$ cat src/rtl/alu_arbiter.sv
// Two-requester front end for a shared combinational ALU: arbitrate, register operands, return result.
// Define ALU_ARB_FIXED_PRIO_EN for fixed priority (requester 0 wins); default build is round-robin.
module alu_arbiter #(
   parameter int WIDTH = 32
) (
   input  logic             clk,
   input  logic             reset_n,
   input  logic             req0_valid,
   output logic             req0_ready,
   input  logic [5:0]       req0_op,
   input  logic [WIDTH-1:0] req0_a,
   input  logic [WIDTH-1:0] req0_b,
   input  logic             req1_valid,
   output logic             req1_ready,
   input  logic [5:0]       req1_op,
   input  logic [WIDTH-1:0] req1_a,
   input  logic [WIDTH-1:0] req1_b,
   output logic [5:0]       alu_op,
   output logic [WIDTH-1:0] alu_a,
   output logic [WIDTH-1:0] alu_b,
   input  logic [WIDTH-1:0] alu_y,
   output logic             rsp_valid,
   input  logic             rsp_ready,
   output logic             rsp_id,
   output logic [WIDTH-1:0] rsp_y
);

   typedef enum logic [1:0] {
      IDLE = 2'd0,
      EXEC = 2'd1,
      RESP = 2'd2
   } state_t;

   state_t state, state_next;
   logic   any_valid;
   logic   grant;
   logic   grant_id;

   assign any_valid = req0_valid | req1_valid;

`ifdef ALU_ARB_FIXED_PRIO_EN
   assign grant_id = ~req0_valid;
`else
   logic last;

   // Under contention the grant goes to whoever did not win most recently.
   assign grant_id = req1_valid & (~req0_valid | ~last);

   always_ff @(posedge clk or negedge reset_n) begin
      if (!reset_n) begin
         last <= 1'b1;
      end else if (grant) begin
         last <= grant_id;
      end
   end
`endif

   always_ff @(posedge clk or negedge reset_n) begin
      if (!reset_n) begin
         state <= IDLE;
      end else begin
         state <= state_next;
      end
   end

   always_comb begin
      state_next = state;
      grant      = 1'b0;
      case (state)
         IDLE: begin
            if (any_valid) begin
               grant      = 1'b1;
               state_next = EXEC;
            end
         end
         EXEC: state_next = RESP;
         RESP: begin
            if (rsp_ready) begin
               state_next = IDLE;
            end
         end
         default: state_next = IDLE;
      endcase
   end

   // Readies are forced low while reset is held, even though state is already IDLE.
   assign req0_ready = reset_n & grant & ~grant_id;
   assign req1_ready = reset_n & grant & grant_id;

   always_ff @(posedge clk or negedge reset_n) begin
      if (!reset_n) begin
         alu_op <= '0;
         alu_a  <= '0;
         alu_b  <= '0;
         rsp_id <= 1'b0;
      end else if (grant) begin
         alu_op <= grant_id ? req1_op : req0_op;
         alu_a  <= grant_id ? req1_a  : req0_a;
         alu_b  <= grant_id ? req1_b  : req0_b;
         rsp_id <= grant_id;
      end
   end

   always_ff @(posedge clk or negedge reset_n) begin
      if (!reset_n) begin
         rsp_valid <= 1'b0;
         rsp_y     <= '0;
      end else begin
         if (state == EXEC) begin
            rsp_y     <= alu_y;
            rsp_valid <= 1'b1;
         end else if (state == RESP && rsp_ready) begin
            rsp_valid <= 1'b0;
         end
      end
   end

endmodule

$ cat config.mk
export PLATFORM = sky130hd
export DESIGN_NAME = alu_arbiter
export DESIGN_NICKNAME = d
export VERILOG_FILES = /design/src/rtl/alu_arbiter.sv
export SDC_FILE = /design/constraint.sdc
export NUM_CORES = 1
export LEC_CHECK = 0
export ABC_AREA = 1
export BUFFER_PORTS_ARGS = -buffer_cell sky130_fd_sc_hd__buf_2
export CORE_AREA = 2 2 109 111
export DETAILED_ROUTE_END_ITERATION = 16
export DIE_AREA = 0 0 111 113
export PLACE_DENSITY_LB_ADDON = 0.15
export SLEW_MARGIN = 10
export SYNTH_ARGS = -nofsm -noshare
export SYNTH_HDL_FRONTEND = slang
export SYNTH_SLANG_ARGS = --single-unit
$ cat constraint.sdc
create_clock -name clk -period 4.2 [get_ports clk]
set_input_delay 1.05 -clock clk [delete_from_list [all_inputs] [get_ports clk]]
set_output_delay 1.05 -clock clk [all_outputs]
set_load 0.02 [all_outputs]
**After elaboration in Yosys (flattened, before gate mapping)**

Index checks and enable logic that the tools add are counted.

- Logic and storage cells: 35
- Bits of input ports: 177
- Output and inout bits: 106
- Flip-flop bits (word level): 107

- Eq/ne operators: 4
- Bitwise operators: 9
- Reductions and logical operators: 4
- Muxes and demuxes: 10

Operators by type and width:

| kind | count |
|---|---|
| $mux W32 | 2 |
| $mux W6 | 1 |
| $pmux W2 S3 | 1 |
| $and A1 B1 Y1 | 4 |
| $mux W1 | 4 |
| $mux W2 | 2 |
| $ne A2 B2 Y1 const B | 2 |
| $not A1 Y1 | 3 |
| $eq A2 B1 Y1 const B | 1 |
| $eq A2 B2 Y1 const B | 1 |
| $logic_not A2 Y1 | 1 |
| $or A1 B1 Y1 | 2 |
| $reduce_and A2 Y1 | 1 |
| $reduce_bool A2 Y1 | 1 |
| $logic_and A1 B1 Y1 | 1 |

**Logic depth before layout (Yosys ltp)**

- Word-level depth: 5
- Gate-level depth with buffers: 7
- Depth with buffers taken out: 6

**Worst setup path after synthesis**

No wires, ideal clock.

- Kind: input -> output
- From: in req1_valid
- To: out req0_ready
- Required time: 3.150 ns
- Buffers on the path: 2
- Path slack: 1.273 ns
- Stages on the path: 6
- Arrival: 1.877 ns
- Cell sequence: buf_4 nor2_1 nor2_2 buf_6 nand2_1 nor2_1

- Cells in the longest elaborated chain, start to end: 5
- Elaborated cells between the ends (all ways): 7
- Those cells by class: mux: 2; bitwise: 5

RTL lines:

| item | line | text |
|---|---|---|
| start: declaration | 13 | `input logic req1_valid,` |
| $or A1 B1 Y1 | 39 | `assign any_valid = req0_valid \| req1_valid;` |
| $mux W1 | 71 | `if (any_valid) begin` |
| $mux W1 | 69 | `case (state)` |
| $and A1 B1 Y1 | 87 | `assign req0_ready = reset_n & grant & ~grant_id;` |
| $and A1 B1 Y1 * | 87 |  |
| end: declaration | 9 | `output logic req0_ready,` |

Mark *: on every way between the ends. The rest lies on a longest branch, timed or not.

**Worst setup path after layout**

- From: in req1_valid
- To: out req1_ready

- Cells in the longest elaborated chain, start to end: 5
- Elaborated cells between the ends (all ways): 6
- Those cells by class: mux: 2; bitwise: 4

RTL lines:

| item | line | text |
|---|---|---|
| $or A1 B1 Y1 | 39 |  |
| $mux W1 | 71 |  |
| $mux W1 | 69 |  |
| $and A1 B1 Y1 | 88 | `assign req1_ready = reset_n & grant & grant_id;` |
| $and A1 B1 Y1 * | 88 |  |
| end: declaration | 14 | `output logic req1_ready,` |

Marked as above.

==> reports/summary.txt <==
synthesis warning total: 0
# port buffers: 282
Setup Skew: 5.16 ps
R2R cell count: 6
FILL cells: 1093
grt ovf: 0
# nets final: 1196
die width: 111 um
worst hold endpoint: rsp_y[7]$_DFFE_PN0P_
first drt pass iteration count: 7
IO Pins: 283
register area share after synthesis: 0.496
Post-CTS Setup Bufs: 0
Routed WL: 15500 um
Final Util: 0.630
worst-path cell chain: buf_2 -> nor2_1 -> nor2_4 -> nand2_1 -> nor2_1 -> buf_2
Max Cap Viol: 0
Final setup viols: 0
Final Max Slew Viols: 0
clock sinks: 107
die height: 113 um
Final Cycle Share: 0.665
number of hold violations in the final report: 0
Post-Synthesis Cell Area: 5400 um^2
share of post-route cells with drive strength above 1: 0.305
Avg Inst Size Synth: 7.11 um^2
CP max stage cell: buf_2
status: finished clean
pre-CTS setup slack: 1410 ps
Critical Path End Type: output pin
largest net degree at the start of global routing: 73
Bufs on Longest Clock Path: 2
first-pass GRT wire length: 25300 um
die area: 12500 um^2
CTS Buf Count: 9
Slew HR: 0.339
Cell variety after synth: 14
R2R Path Start: state[0]$_DFFE_PN0P_
Layout Area Growth over Synthesis: 31.5%
Iteration-0 DRC Markers: 364
initial antenna violation count: 1
CTS resizes: 0
hold_buf cts: 0
HP Class: register to register
register clock-pin slew on the reported worst setup and hold paths: 70 ps
flop and latch count out of synthesis: 107
Leakage: 4.60 nW
clk_lat worst skew: 340 ps
WHS Path Cells: 2
Hold WS: 467 ps
vias in the first global route: 5172
Critical Path Start Type: input pin
placed wire-length estimate: 10800 um
DRT antenna net count: 0
routed via count: 5478
Worst path top cell family by delay: simple AND/OR/NAND/NOR gates
WS Path Type: input pin to output pin
FMAX: 0.358 GHz
Critical Path RT: 3150 ps
via count normalized by instance count: 4.69
unrepaired setup endpoints after global routing: no
Post-Syn Nets: 937
post-route setup TNS: 0 ps
Post-Syn Instances: 760
row cnt: 39
worst slew pin tran: 991 ps
wire length per cell: 13.3 um
Worst R2R End: rsp_id$_DFFE_PN0P_
maximum fanout along the worst path: 4
critical path's largest stage delay: 170 ps
drt drc: 0
Initial Util: 0.479
CTS tree: yes
Hold Crit Start: rsp_y[7]$_DFFE_PN0P_
Max IR drop VDD: 365 uV
core area: 11300 um^2
gr usage total: 0.250
worst setup margin: 1410 ps
CTS Root Cell: clkbuf_16
Reg2Reg Setup Slack: 2450 ps
WP buf/inv: 2
gpl congestion: 0.820
Final Critical Period: 2790 ps
pwr/cell area: 725 nW/um^2
H-tree Lvls: 3
WP data arrival: 1740 ps
==> power by group <==
part	total (W)	leakage [nW]	switching, W	internal, W
clock	0.000788	0.136	0.000367	0.000421
combinational	0.00254	3.17	0.00175	0.000795
sequential	0.00182	1.30	0.000270	0.00156
==> registers in the layout, summed over array words and instances, names as in the netlist <==
register	count
last	1
alu_a	32
rsp_y	32
alu_b	32
alu_op	6
rsp_id	1
state	2
rsp_valid	1
==> worst max path at each step <==
stage,slack (ps),depth (start not counted),startpoint,end
after floorplan,1270,6,req1_valid,req0_ready
after global placement,1420,6,req1_valid,req0_ready
after detailed placement,1410,6,req1_valid,req1_ready
after CTS,1410,6,req1_valid,req1_ready
after global routing,1340,6,req1_valid,req0_ready
final,1410,6,req1_valid,req1_ready
==> synthesized netlist by cell type <==
library cell  instances  share of area
nor2_2                2         0.0023
buf_6                 8          0.017
nand2_2               1         0.0012
clkbuf_1             15          0.010
inv_2                 1        0.00069
dfstp_2               1         0.0049
inv_1               145           0.10
buf_4                 1         0.0014
dfrtp_1             106           0.49
buf_2                19          0.018
nor2_1                3         0.0021
o21ai_0               2         0.0019
nand2_1             315           0.22
nand3_1             141           0.13
==> per-stage QoR <==
step	power [W]	cells	cell area [um^2]
2_1_floorplan	0.00353	760	5400
3_3_place_gp	0.00436	1151	6820
3_5_place_dp	0.00441	1151	6820
4_1_cts	0.00521	1167	7100
5_1_grt	0.00556	1168	7110
6_report	0.00516	1168	7110
==> cell type report <==
cell class | instances | area [um^2] | share of cell area
clock inverter | 5 | 38.8 | 0.00546
antenna | 1 | 2.50 | 0.000352
tap | 143 | 179 | 0.0252
multi-input combinational | 464 | 1940 | 0.272
clock buffer | 11 | 243 | 0.0342
inverter | 146 | 548 | 0.0771
timing repair buffer | 291 | 1480 | 0.208
sequential | 107 | 2680 | 0.377
==> worst reg2reg max path: stages, from the launching register on <==
cell and delay (ps):
dfrtp_1 360, inv_1 110, nand2_1 120, nor2_4 120, buf_4 640, nand2_1 230
nand2_1 120
==> cell families after synthesis <==
| logic type | Yosys count | synth area share |
|---|---|---|
| compound gates | 2 | 0.00185 |
| buf+inv | 189 | 0.147 |
| flops | 107 | 0.496 |
| simple gates | 462 | 0.355 |
==> cells in the final DEF (no fill, tap or decap) <==
| cell | netlist | final |
|---|---|---|
| nand3_1 | 141 | 141 |
| nor2_2 | 2 | 1 |
| nor2_4 | 0 | 1 |
| clkbuf_1 | 15 | 1 |
| nor2_1 | 3 | 3 |
| buf_2 | 19 | 281 |
| diode_2 | 0 | 1 |
| buf_4 | 1 | 10 |
| clkinvlp_4 | 0 | 1 |
| nand2_1 | 315 | 314 |
| dfstp_2 | 1 | 1 |
| nand2_2 | 1 | 2 |
| inv_1 | 145 | 145 |
| inv_2 | 1 | 1 |
| o21ai_0 | 2 | 2 |
| clkbuf_8 | 0 | 1 |
| dfrtp_1 | 106 | 106 |
| clkbuf_16 | 0 | 9 |
| clkinv_4 | 0 | 3 |
| clkinv_2 | 0 | 1 |
==> routing by layer <==
| metal | vias up | global-route usage | part of all wire |
|---|---|---|---|
| met2 | 212 | 0.422 | 0.47 |
| met3 | 29 | 0.0514 | 0.067 |
| li1 | 2767 | - | - |
| met5 | - | 0 | 0 |
| met4 | 0 | 0.0850 | 0.024 |
| met1 | 2470 | 0.324 | 0.44 |
No activity file was read; power rests on OpenSTA's default activity.
